$ cat config.mk
export PLATFORM = sky130hd
export DESIGN_NAME = ffcp_rx_window
export DESIGN_NICKNAME = d
export VERILOG_FILES = /design/src/rtl/ffcp_pkg.sv /design/src/rtl/ffcp_window_bitmap.sv /design/src/rtl/ffcp_rx_window.sv
export SDC_FILE = /design/constraint.sdc
export NUM_CORES = 1
export LEC_CHECK = 0
export ABC_AREA = 1
export ABC_CLOCK_PERIOD_IN_PS = 3530
export CORE_ASPECT_RATIO = 1.75
export CORE_MARGIN = 10
export CORE_UTILIZATION = 57
export DETAILED_ROUTE_END_ITERATION = 8
export GPL_TIMING_DRIVEN = 1
export PLACE_DENSITY_LB_ADDON = 0.12
export SETUP_SLACK_MARGIN = 0.5
export SYNTH_ARGS = -nofsm -noshare
export SYNTH_HDL_FRONTEND = slang
export SYNTH_SLANG_ARGS = --single-unit
$ cat constraint.sdc
create_clock -name clk -period 3.53 [get_ports clk]
set_clock_uncertainty 0.05 [all_clocks]
set_input_delay 0.5295 -clock clk [delete_from_list [all_inputs] [get_ports clk]]
set_output_delay 0.5295 -clock clk [all_outputs]
set_load 0.01 [all_outputs]
$ cat src/rtl/ffcp_pkg.sv
// Shared FFCP definitions: packet type codes, default window geometry and the ack FSM state type.
package ffcp_pkg;

  typedef enum logic [1:0] {
    FFCP_SYN = 2'd0,
    FFCP_MSG = 2'd1,
    FFCP_ACK = 2'd2
  } ffcp_type_e;

  localparam int FFCP_INDEX_LEN  = 6;
  localparam int FFCP_WINDOW_LEN = 8;

  typedef enum logic [1:0] {
    ACK_IDLE    = 2'd0,
    ACK_PENDING = 2'd1,
    ACK_SEND    = 2'd2
  } ack_state_e;

endpackage

$ cat src/rtl/ffcp_window_bitmap.sv
// Window-relative receive bitmap: offset compute, accept/dup decode, head advance and bitmap shift.
module ffcp_window_bitmap
  import ffcp_pkg::*;
#(
  parameter int INDEX_LEN  = FFCP_INDEX_LEN,
  parameter int WINDOW_LEN = FFCP_WINDOW_LEN
) (
  input  logic                  clk,
  input  logic                  rst_n,
  input  logic                  syn,
  input  logic                  inclk,
  input  logic [INDEX_LEN-1:0]  in_index,
  output logic                  in_accept,
  output logic                  in_dup,
  output logic                  advance,
  output logic [INDEX_LEN-1:0]  head,
  output logic [WINDOW_LEN-1:0] bitmap
);

  localparam int                    DUP_START_I = (1 << INDEX_LEN) - WINDOW_LEN;
  localparam logic [INDEX_LEN-1:0]  DUP_START   = INDEX_LEN'(DUP_START_I);
  localparam logic [INDEX_LEN-1:0]  WIN_LIM     = INDEX_LEN'(WINDOW_LEN);
  localparam logic [WINDOW_LEN-1:0] ONE_HOT     = WINDOW_LEN'(1);

  logic [INDEX_LEN-1:0]  head_r;
  logic [WINDOW_LEN-1:0] bitmap_r;
  logic [INDEX_LEN-1:0]  offset_s;
  logic [WINDOW_LEN-1:0] one_hot_s;
  logic [WINDOW_LEN-1:0] merged_s;
  logic [WINDOW_LEN-1:0] bitmap_next_s;
  logic                  in_window_s;
  logic                  already_s;
  logic                  accept_s;
  logic                  dup_s;

  // Decode the incoming index against the pre-advance head and build the next bitmap.
  always_comb begin
    offset_s      = in_index - head_r;
    in_window_s   = (offset_s < WIN_LIM);
    one_hot_s     = ONE_HOT << offset_s;
    already_s     = |(bitmap_r & one_hot_s);
    accept_s      = 1'b0;
    dup_s         = 1'b0;
    if (inclk && !syn) begin
      accept_s = in_window_s && !already_s;
      dup_s    = (offset_s >= DUP_START);
    end else begin
      accept_s = 1'b0;
      dup_s    = 1'b0;
    end
    merged_s = accept_s ? (bitmap_r | one_hot_s) : bitmap_r;
    // An accept and an advance in the same cycle merge before the shift.
    if (bitmap_r[0]) begin
      bitmap_next_s = merged_s >> 1;
    end else begin
      bitmap_next_s = merged_s;
    end
  end

  // Head and bitmap state; syn restarts the session expecting index 1.
  always_ff @(posedge clk or negedge rst_n) begin
    if (!rst_n) begin
      head_r   <= {INDEX_LEN{1'b0}};
      bitmap_r <= {WINDOW_LEN{1'b0}};
    end else if (syn) begin
      head_r   <= INDEX_LEN'(1);
      bitmap_r <= {WINDOW_LEN{1'b0}};
    end else begin
      head_r   <= bitmap_r[0] ? head_r + INDEX_LEN'(1) : head_r;
      bitmap_r <= bitmap_next_s;
    end
  end

  assign in_accept = accept_s;
  assign in_dup    = dup_s;
  assign advance   = bitmap_r[0];
  assign head      = head_r;
  assign bitmap    = bitmap_r;

endmodule

$ cat src/rtl/ffcp_rx_window.sv
// FFCP receive window tracker: in-order release plus cumulative ack over valid/ready.
// Define FFCP_SACK_EN to add the ack_sack selective-ack bitmap port.
module ffcp_rx_window
  import ffcp_pkg::*;
#(
  parameter int INDEX_LEN  = FFCP_INDEX_LEN,
  parameter int WINDOW_LEN = FFCP_WINDOW_LEN
) (
  input  logic                  clk,
  input  logic                  rst_n,
  input  logic                  syn,
  input  logic                  inclk,
  input  logic [INDEX_LEN-1:0]  in_index,
  output logic                  in_accept,
  output logic                  in_dup,
  output logic                  deliver_clk,
  output logic [INDEX_LEN-1:0]  deliver_index,
  output logic                  ack_valid,
  input  logic                  ack_ready,
`ifdef FFCP_SACK_EN
  output logic [WINDOW_LEN-1:0] ack_sack,
`endif
  output logic [INDEX_LEN-1:0]  ack_index
);

  ack_state_e            state_r;
  logic                  ack_valid_r;
  logic [INDEX_LEN-1:0]  ack_index_r;
  logic                  resend_r;
  logic                  advance_s;
  logic                  dup_s;
  logic                  event_s;
  logic [INDEX_LEN-1:0]  head_s;
  logic [WINDOW_LEN-1:0] bitmap_s;
`ifdef FFCP_SACK_EN
  logic [WINDOW_LEN-1:0] ack_sack_r;
`else
  logic                  sack_unused_s;
`endif

  ffcp_window_bitmap #(
    .INDEX_LEN  (INDEX_LEN),
    .WINDOW_LEN (WINDOW_LEN)
  ) u_bitmap (
    .clk       (clk),
    .rst_n     (rst_n),
    .syn       (syn),
    .inclk     (inclk),
    .in_index  (in_index),
    .in_accept (in_accept),
    .in_dup    (dup_s),
    .advance   (advance_s),
    .head      (head_s),
    .bitmap    (bitmap_s)
  );

  assign event_s = advance_s | dup_s;

  // Ack FSM; the ack is snapshotted when the window is quiet so acks coalesce.
  always_ff @(posedge clk or negedge rst_n) begin
    if (!rst_n) begin
      state_r     <= ACK_IDLE;
      ack_valid_r <= 1'b0;
      ack_index_r <= {INDEX_LEN{1'b0}};
      resend_r    <= 1'b0;
`ifdef FFCP_SACK_EN
      ack_sack_r  <= {WINDOW_LEN{1'b0}};
`endif
    end else if (syn) begin
      state_r     <= ACK_PENDING;
      ack_valid_r <= 1'b0;
      resend_r    <= 1'b0;
    end else begin
      case (state_r)
        ACK_IDLE: begin
          if (event_s) begin
            state_r <= ACK_PENDING;
          end else begin
            state_r <= ACK_IDLE;
          end
        end
        ACK_PENDING: begin
          if (!bitmap_s[0] && !inclk) begin
            state_r     <= ACK_SEND;
            ack_valid_r <= 1'b1;
            ack_index_r <= head_s;
`ifdef FFCP_SACK_EN
            ack_sack_r  <= bitmap_s;
`endif
          end else begin
            state_r <= ACK_PENDING;
          end
        end
        ACK_SEND: begin
          // Progress seen while the ack is held must produce a follow-up ack.
          if (ack_ready) begin
            ack_valid_r <= 1'b0;
            resend_r    <= 1'b0;
            state_r     <= (resend_r || event_s) ? ACK_PENDING : ACK_IDLE;
          end else if (event_s) begin
            resend_r <= 1'b1;
          end else begin
            resend_r <= resend_r;
          end
        end
        default: begin
          state_r     <= ACK_IDLE;
          ack_valid_r <= 1'b0;
          resend_r    <= 1'b0;
        end
      endcase
    end
  end

  assign in_dup        = dup_s;
  assign deliver_clk   = advance_s;
  assign deliver_index = head_s;
  assign ack_valid     = ack_valid_r;
  assign ack_index     = ack_index_r;
`ifdef FFCP_SACK_EN
  assign ack_sack      = ack_sack_r;
`else
  assign sack_unused_s = ^bitmap_s;
`endif

endmodule

==> reports/metrics.cfg, run 1 <==
[outcome]
outcome=complete, no violations

[worst_setup_path]
timing.critical_path.required_ps=2950
end_kind=output pin
rr_worst_depth=17
critPathMaxFanout=6
critical_path.startpoint=u_bitmap.head[0]
crit_path_kind=flop to output pin
r2r_slack_ps=930
critPathLaunchType=flop
rr_endpoint=u_bitmap.bitmap[5]
cp_data_arrival_time_ps=2440
crit-reg2reg-launch=u_bitmap.head[0]

[timing]
timing.final.crit_period_ps=3020
timing.max_slew.rel_slack=0.282
actual_transition_at_the_worst_max_transition_pin_ps=1070
final-hold-violation-count=0
maxSlewViolCount=0
finalCritPeriodShare=0.855
final_report_setup_violation_count=0
worst_slack_ps=511
grt_setup_unrepaired=true
max_freq_mhz=331

[die]
io_pins=27
floorplan.die.height_um=90.9
placeableCoreArea_mm2=0.00272
rows=25
die_width_um=60.5
die_area_mm2=0.00550
initial_utilization=0.601

[global_routing]
grt_pass1_wl_mm=7.55
grt_pass1_vias=1699
grtUsageTotal=0.175
grt_antenna_before_repair=0
grt_remaining_overflow=0
grt_max_degree=25

[synthesis]
synthTopCellsByArea=sky130_fd_sc_hd__dfrtp_1 (37%), sky130_fd_sc_hd__nand2_1 (14%), sky130_fd_sc_hd__inv_1 (8.5%)
cell_area_after_synthesis_mm2=0.00164
postSynth.topFlopCell=sky130_fd_sc_hd__dfrtp_1
synth_top_area_cell=sky130_fd_sc_hd__dfrtp_1
synth-seq-cells=24
number_of_enable_flip_flop_cells_after_synthesis=0
netlist-cell-type-count=29
seq_area_frac_synth=0.367
syn-instance-count=217
yosys.area.top_type_share=0.367
ys.warnings.count=0
syn_area_per_cell_um2=7.54
synth_fp_nets=235
async_reset_ff_frac=1.00

[worst_hold_path]
timing.hold.worst.class=flop to flop
timing.hold.worst_endpoint=ack_valid
min_delay_path_depth=2
min-delay-start=ack_valid

[placement]
globalplace.congestion=0.854
portBuffers=26
placed_cells_incl_taps=280
hpwl_mm=3.33
dp_slack_ps=-185

[clock_tree]
clkLatencyLatePin_ps=280
tritoncts=done
ctsRootBufferMaster=sky130_fd_sc_hd__clkbuf_8
ctsLongestPathBuffers=2
cts_made_buffers=3
numClockSinks=24
cts_max_level=1
clk_pin_slew_worst_paths_ps=90

[cells_and_area]
area_growth_syn_to_layout_pct=35.9
nFillCells=182
antennaDiodeCount=0
final-seq-area_um2=601
multi_input_comb_area_um2=975
drive_above_1_share=0.284
final_cells=291
nNetsFinal=283

[detailed_routing]
routed-via-count=1632
drt-pass1-iter-count=4
detail_route.drc_violations=0
drt_iter0_drc=52
route.detailed.vias_per_inst=5.61
drt-wirelength-per-cell_um=16.3
detail-route-antenna-nets=0
route.final.wire_length_mm=4.74

[power]
power_leakage_uw=0.00112
power.density_mw_per_mm2=307
power.ir.vdd_worst_mv=0.290

[run]
max_cap_viol_count=0

==> kinds of logic (layout without fill, tap and decap cells) <==
| family | Yosys count | in the layout | synth area share |
|---|---|---|---|
| simple gates | 121 | 121 | 0.391 |
| buf+inv | 41 | 88 | 0.0940 |
| flops | 24 | 24 | 0.367 |
| compound gates | 22 | 22 | 0.0742 |
| fa+ha+maj | 7 | 7 | 0.0581 |
| xor+xnor | 2 | 2 | 0.0153 |
==> critical path: stages, from the launching register on <==
cell	delay [ps]
sky130_fd_sc_hd__dfrtp_1	400
sky130_fd_sc_hd__ha_2	200
sky130_fd_sc_hd__inv_2	40
sky130_fd_sc_hd__fa_2	350
sky130_fd_sc_hd__nand3_2	90
sky130_fd_sc_hd__nand3b_1	120
sky130_fd_sc_hd__nand2_4	110
sky130_fd_sc_hd__nand3_4	100
sky130_fd_sc_hd__nor2_4	160
sky130_fd_sc_hd__nand3_2	100
sky130_fd_sc_hd__o21ai_2	170
sky130_fd_sc_hd__nor2_4	60
sky130_fd_sc_hd__and2_4	160
sky130_fd_sc_hd__buf_6	110
==> cells in the mapped netlist, types with 2 or more instances <==
library cell,count
sky130_fd_sc_hd__o21ai_0,10
sky130_fd_sc_hd__clkbuf_1,2
sky130_fd_sc_hd__inv_2,2
sky130_fd_sc_hd__nand2_1,60
sky130_fd_sc_hd__nand3_2,10
sky130_fd_sc_hd__inv_1,37
sky130_fd_sc_hd__nand3_1,6
sky130_fd_sc_hd__ha_1,6
sky130_fd_sc_hd__nand2_2,7
sky130_fd_sc_hd__a21oi_1,7
sky130_fd_sc_hd__o21ai_2,2
sky130_fd_sc_hd__nor2_2,3
sky130_fd_sc_hd__nand4_1,6
sky130_fd_sc_hd__nor3_1,5
sky130_fd_sc_hd__nor2_1,14
sky130_fd_sc_hd__nor2_4,4
sky130_fd_sc_hd__dfrtp_1,24
==> per-stage QoR <==
step	util	cell area [um2]	hold WS (ps)	total power (uW)	setup TNS [ps]
3_5_place_dp	0.740	2010	421	421	-185
4_1_cts	0.793	2160	438	670	0
3_3_place_gp	0.740	2010	412	419	-113
5_1_grt	0.817	2220	480	703	0
2_1_floorplan	-	1640	184	365	0
6_report	0.817	2220	431	683	0
==> worst max-delay path by stage <==
stage	cells after the start	endpoint	slack (ps)
floorplan	13	in_accept	760
global placement	15	in_accept	-110
detailed placement	15	in_accept	-190
CTS	15	in_accept	510
global route	13	in_accept	400
finish	13	in_accept	510
==> layout make-up <==
cell class	instances	share of cell area
Multi-Input combinational cell	152	0.438
Sequential cell	24	0.270
Timing Repair Buffer	45	0.178
Inverter	39	0.0658
Clock buffer	3	0.0186
Tap cell	27	0.0152
Clock inverter	1	0.0135
==> what timing repair did <==
item | in CTS | in global routing
setup buffers | 3 | 4
cloned | 0 | 0
pin swaps | 9 | 11
gates resized for setup | 23 | 11
endpoints found under the setup margin | 2 | 2
hold buffers | 0 | 0
==> flip-flops by register name, indices dropped and copies added, names as in the netlist <==
signal / flops
ack_index: 6
ack_valid: 1
resend_r: 1
state_r: 2
u_bitmap.bitmap: 8
u_bitmap.head: 6
==> routing by layer <==
metal	share of wire	vias up	routed length, um	track usage
li1	-	781	-	-
met1	0.34	747	1610	0.162
met2	0.56	73	2630	0.318
met3	0.051	31	243	0.0394
met4	0.054	0	257	0.105
met5	0	-	0	0
==> cells in the final DEF, fill, tap and decap left out, types with 3 or more instances in the layout <==
cell,Yosys,final
sky130_fd_sc_hd__ha_4,0,4
sky130_fd_sc_hd__a21oi_1,7,5
sky130_fd_sc_hd__clkbuf_8,0,3
sky130_fd_sc_hd__nor2_1,14,14
sky130_fd_sc_hd__nor3_1,5,5
sky130_fd_sc_hd__nand2_4,0,3
sky130_fd_sc_hd__nor2_2,3,3
sky130_fd_sc_hd__clkdlybuf4s50_1,0,19
sky130_fd_sc_hd__dfrtp_1,24,24
sky130_fd_sc_hd__nand2_1,60,58
sky130_fd_sc_hd__nand3_2,10,12
sky130_fd_sc_hd__buf_4,0,18
sky130_fd_sc_hd__nand2_2,7,6
sky130_fd_sc_hd__inv_1,37,32
sky130_fd_sc_hd__nand3_1,6,4
sky130_fd_sc_hd__dlygate4sd2_1,0,5
sky130_fd_sc_hd__nand4_1,6,6
sky130_fd_sc_hd__o21ai_0,10,10
sky130_fd_sc_hd__nor2_4,4,4
sky130_fd_sc_hd__inv_2,2,7
==> power by group <==
group,internal (uW),switching [uW]
registers,282,4.91
clock network,152,95.7
logic,63.2,84.7
No activity file was read; power rests on OpenSTA's default activity.
==> inputs of run 2 (changes only) <==
- PLACE_DENSITY: unset -> 0.9
- PLACE_DENSITY_LB_ADDON: 0.12 -> unset
==> run 2 against run 1 <==
Net effect:
- hold slack better by 15 ps
- critical path type is now primary input to output pin
- register-to-register slack worse by 450 ps
- non-clock buffer count up 1
- highest routed layer unchanged
- largest cell class unchanged
- fmax down 2.5%
- die area unchanged
- count of clock-buffer cells in the layout unchanged
- power down 1.4%
==> reports/metrics.cfg, run 2 (same netlist as run 1, synthesis figures left out) <==
[timing]
final.hold.worst_slack_ps=445
max_freq_mhz=323
final_report_setup_violation_count=0
timing.max_slew.rel_slack=0.284
finalCritPeriodShare=0.877
actual_transition_at_the_worst_max_transition_pin_ps=1070
maxSlewViolCount=0
timing.final.crit_period_ps=3100
grt_setup_unrepaired=true
final-hold-violation-count=0

[cells_and_area]
final-seq-area_um2=601
drive_above_1_share=0.298
largest_reg_flops=8
nFillCells=156
antennaDiodeCount=0
nNetsFinal=284
final_cells=292
final_area_mm2=0.00227
area_growth_syn_to_layout_pct=38.8
layout_common_cells=sky130_fd_sc_hd__nand2_1 (52), sky130_fd_sc_hd__inv_1 (35), sky130_fd_sc_hd__dfrtp_1 (24)
layout.cells.most_common=sky130_fd_sc_hd__nand2_1
multi_input_comb_area_um2=1000

[clock_tree]
cts_made_buffers=3
cts_max_level=1
tritoncts=done
ctsLongestPathBuffers=2
ctsRootBufferMaster=sky130_fd_sc_hd__clkbuf_8
cts_hold_buf=0
clkLatencyLatePin_ps=260
clk_pin_slew_worst_paths_ps=90
numClockSinks=24

[placement]
placed_cells_incl_taps=277
hpwl_mm=3.25
portBuffers=26
placed_area_mm2=0.00199
globalplace.congestion=0.942

[power]
share_comb_of_total_power=0.222
power_frac_seq=0.427
share_clk_of_total_power=0.351
power.density_mw_per_mm2=296
internal_power_uw=497
power.switching_uw=176
power.ir.vdd_worst_mv=0.432
switch_share=0.262
power_after_layout_uw=673
power_leakage_uw=0.00111

[worst_setup_path]
list_of_cells_traversed_by_the_critical_path=dlygate4sd2_1 > fa_2 > nand3_2 > nand3b_1 > nand2_2 > nand3_4 > nor2_4 > buf_6 > nand4_1 > o21ai_2 > nor2_4 > and2_4 > buf_6
cp_data_arrival_time_ps=2520
crit_path_kind=primary input to output pin
timing.critical_path.required_ps=2950
end_kind=output pin
crit_path_max_incr_delay_ps=430
critPathMaxFanout=4
critPathLaunchType=primary input
critical_path.slowest_cell=sky130_fd_sc_hd__fa_2

[die]
io_pins=27
die_area_mm2=0.00550
rows=25
placeableCoreArea_mm2=0.00272
die_width_um=60.5
initial_utilization=0.601
floorplan.die.height_um=90.9

[run]
max_cap_viol_count=0

[detailed_routing]
drt-wirelength-per-cell_um=17.2
routed-via-count=1669
route.detailed.vias_per_inst=5.72
drt_iter0_drc=90
route.final.wire_length_mm=5.01
detail-route-antenna-nets=0
detail_route.drc_violations=0
drt-pass1-iter-count=5

[global_routing]
grt_remaining_overflow=0
grt_pass1_wl_mm=7.52
grt_pass1_vias=1643
grt_max_degree=25
grt_antenna_before_repair=0
grtUsageTotal=0.169

[outcome]
outcome=complete, no violations

[worst_hold_path]
timing.hold.worst.class=flop to flop

-- run 2: changes by cell type in the layout (fill, tap and decap cells not counted), sizes merged --
cell / before / now
buf: 21 / 22
-- run 2: path summary, 6_finish.rpt --
path	from	to	slack, ps	cells after the start
max reg2reg	u_bitmap.head[0]	u_bitmap.bitmap[6]	480	20
min reg2reg	ack_valid	ack_valid	450	2
max in group asynchronous	rst_n	u_bitmap.bitmap[7]	1990	1
max	in_index[1]	in_accept	430	13
min	ack_valid	ack_valid	450	2
min in group asynchronous	rst_n	u_bitmap.bitmap[0]	790	1
-- run 2: final cells by class --
type,instances,share of cell area
Multi-Input combinational cell,152,0.440
Sequential cell,24,0.264
Timing Repair Buffer,46,0.185
Inverter,39,0.0645
Clock buffer,3,0.0182
Tap cell,27,0.0149
Clock inverter,1,0.0132
-- run 2: critical path, delay by kind of cell --
| kind | cells | cell delay, ps |
|---|---|---|
| compound gates | 1 | 110 |
| simple gates | 8 | 910 |
| fa+ha+maj | 1 | 430 |
| buf+inv | 3 | 530 |
-- run 2: stage by stage --
| stage | util | TNS [ps] | worst slack, ps |
|---|---|---|---|
| final | 0.834 | 0 | 434 |
| after global routing | 0.834 | 0 | 361 |
| after CTS | 0.806 | 0 | 489 |
| after detailed placement | 0.731 | -164 | -164 |
| after global placement | 0.731 | -97.7 | -97.7 |
| after floorplan | - | 0 | 756 |
-- run 2: power by group through the flow --
stage	Clock [uW]	Sequential, uW	Combinational, uW
2_1_floorplan	0	294	70.3
3_3_place_gp	0	293	120
3_5_place_dp	0	293	124
4_1_cts	237	287	139
5_1_grt	248	288	160
6_report	236	288	149
-- run 2: metal layers --
layer / vias up / GRT usage / wire length (um)
li1: 781 / - / -
met1: 799 / 0.185 / 1870
met2: 73 / 0.297 / 2730
met3: 16 / 0.0268 / 238
met4: 0 / 0.0717 / 176
met5: - / 0 / 0
-- run 2: what timing repair did --
item | CTS | global route
gates resized for setup | 25 | 17
buffers inserted | 8 | 3
endpoints found under the setup margin | 2 | 9
pin swaps | 10 | 10
==> inputs of run 3 (changes only) <==
- CORE_MARGIN: 10 -> unset
==> run 3 against run 2 <==
Net effect:
- die area decreased by 44%
- core utilization increased by 0.64 points
- first-iteration DRC count decreased by 13%
- worst setup slack improved by 73 ps
- cell count increased by 1.0%
==> reports/metrics.cfg, run 3 (same netlist as run 1, synthesis figures left out) <==
[outcome]
outcome=complete, no violations

[timing]
timing.final.crit_period_ps=3020
final_report_setup_violation_count=0
maxSlewViolCount=0
max_freq_mhz=331
final-hold-violation-count=0
actual_transition_at_the_worst_max_transition_pin_ps=1120
timing.max_slew.rel_slack=0.252
finalCritPeriodShare=0.856
grt_setup_unrepaired=true

[detailed_routing]
detail-route-antenna-nets=0
drt_iter0_drc=78
drt-wirelength-per-cell_um=18.7
route.detailed.vias_per_inst=6.00
routed-via-count=1771
drt-pass1-iter-count=5
route.final.wire_length_mm=5.51
detail_route.drc_violations=0

[global_routing]
grt_max_degree=25
grt_antenna_before_repair=0
grt_remaining_overflow=0
grtUsageTotal=0.339
grt_pass1_wl_mm=7.80
grt_pass1_vias=1667

[worst_setup_path]
crit_path_max_incr_delay_ps=360
crit_family=simple AND/OR/NAND/NOR gates
crit_buf_inv=5
cp_data_arrival_time_ps=2440
timing.critical_path.required_ps=2950
critical_path.slowest_cell=sky130_fd_sc_hd__fa_2
critPathLaunchType=primary input
crit_path_kind=primary input to output pin
critPathMaxFanout=5
list_of_cells_traversed_by_the_critical_path=buf_2 > inv_2 > ha_4 > inv_2 > fa_2 > nand3_2 > nand3b_1 > nand2_2 > nand3_4 > nor2_4 > buf_12 > nand4_1 > nand3_2 > nor2_4 > and2_4 > buf_6
end_kind=output pin

[die]
placeableCoreArea_mm2=0.00272
floorplan.die.height_um=72.9
die_area_mm2=0.00310
io_pins=27
initial_utilization=0.601
rows=25
die_width_um=42.5

[clock_tree]
cts_hold_buf=0
numClockSinks=24
ctsRootBufferMaster=sky130_fd_sc_hd__clkbuf_8
tritoncts=done
clk_pin_slew_worst_paths_ps=90
cts_max_level=1
clkLatencyLatePin_ps=260
ctsLongestPathBuffers=2
cts_made_buffers=3

[power]
switch_share=0.271
internal_power_uw=506
power_after_layout_uw=693
power.ir.vdd_worst_mv=0.387
power.density_mw_per_mm2=303
power_frac_seq=0.415
power_leakage_uw=0.00113
share_clk_of_total_power=0.345
share_comb_of_total_power=0.240
power.switching_uw=188

[worst_hold_path]
timing.hold.worst.class=flop to flop

[cells_and_area]
layout.cells.most_common=sky130_fd_sc_hd__nand2_1
nFillCells=141
antennaDiodeCount=0
nNetsFinal=287
final_cells=295
largest_reg_flops=8
area_growth_syn_to_layout_pct=39.8
layout_common_cells=sky130_fd_sc_hd__nand2_1 (57), sky130_fd_sc_hd__inv_1 (32), sky130_fd_sc_hd__dfrtp_1 (23)
drive_above_1_share=0.306

[placement]
portBuffers=26
placed_cells_incl_taps=279
hpwl_mm=3.10
globalplace.congestion=0.949

[run]
max_cap_viol_count=0

run 3: area by class of cell:
type	count	area, um2	share of cell area
well taps	27	33.8	0.0148
clock buffers	3	41.3	0.0180
multi-input cells	152	997	0.436
inverters	39	146	0.0640
clock inverters	1	30.0	0.0131
repair buffers	49	438	0.191
flip-flops and latches	24	602	0.263
run 3: through the flow:
step / cell area [um2] / utilization / setup slack (ps) / hold slack, ps / setup TNS [ps]
after floorplan: 1640 / - / 756 / 184 / 0
after global placement: 2010 / 0.737 / -104 / 408 / -104
after detailed placement: 2010 / 0.737 / -175 / 421 / -175
after CTS: 2200 / 0.808 / 529 / 441 / 0
after global routing: 2290 / 0.841 / 408 / 481 / 0
final: 2290 / 0.841 / 507 / 441 / 0
run 3: routing by layer:
| metal | vias to the layer above | GRT usage | share of wire |
|---|---|---|---|
| li1 | 785 | - | - |
| met4 | 0 | 0.170 | 0.065 |
| met5 | - | 0 | 0 |
| met3 | 46 | 0.0322 | 0.064 |
| met2 | 120 | 0.651 | 0.54 |
| met1 | 820 | 0.354 | 0.34 |
run 3: power groups by stage:
stage / registers [uW] / clock network, uW / logic (uW)
global route: 288 / 253 / 176
floorplan: 294 / 0 / 70.3
finish: 288 / 239 / 166
detailed placement: 293 / 0 / 128
global placement: 293 / 0 / 125
CTS: 287 / 239 / 146
run 3: worst paths after layout:
kind | start | end | slack, ps | cells past startpoint
max | in_index[0] | in_accept | 510 | 16
min | ack_valid | ack_valid | 440 | 2
max reg2reg | u_bitmap.head[0] | u_bitmap.bitmap[1] | 970 | 16
min reg2reg | ack_valid | ack_valid | 440 | 2
max in group asynchronous | rst_n | u_bitmap.head[0] | 1870 | 1
min in group asynchronous | rst_n | u_bitmap.bitmap[4] | 810 | 1
run 3: tightest hold or removal path, delay by kind of cell, from the launching register on:
kind | cells | cell delay (ps)
DFF | 1 | 360
and+or+nand+nor | 2 | 100
run 3: what timing repair did:
action / CTS / global route
endpoints found under the setup margin: 2 / 2
resized for setup: 26 / 14
pin swaps: 11 / 9
setup buffers: 7 / 5
hold endpoints to repair: 0 / 0
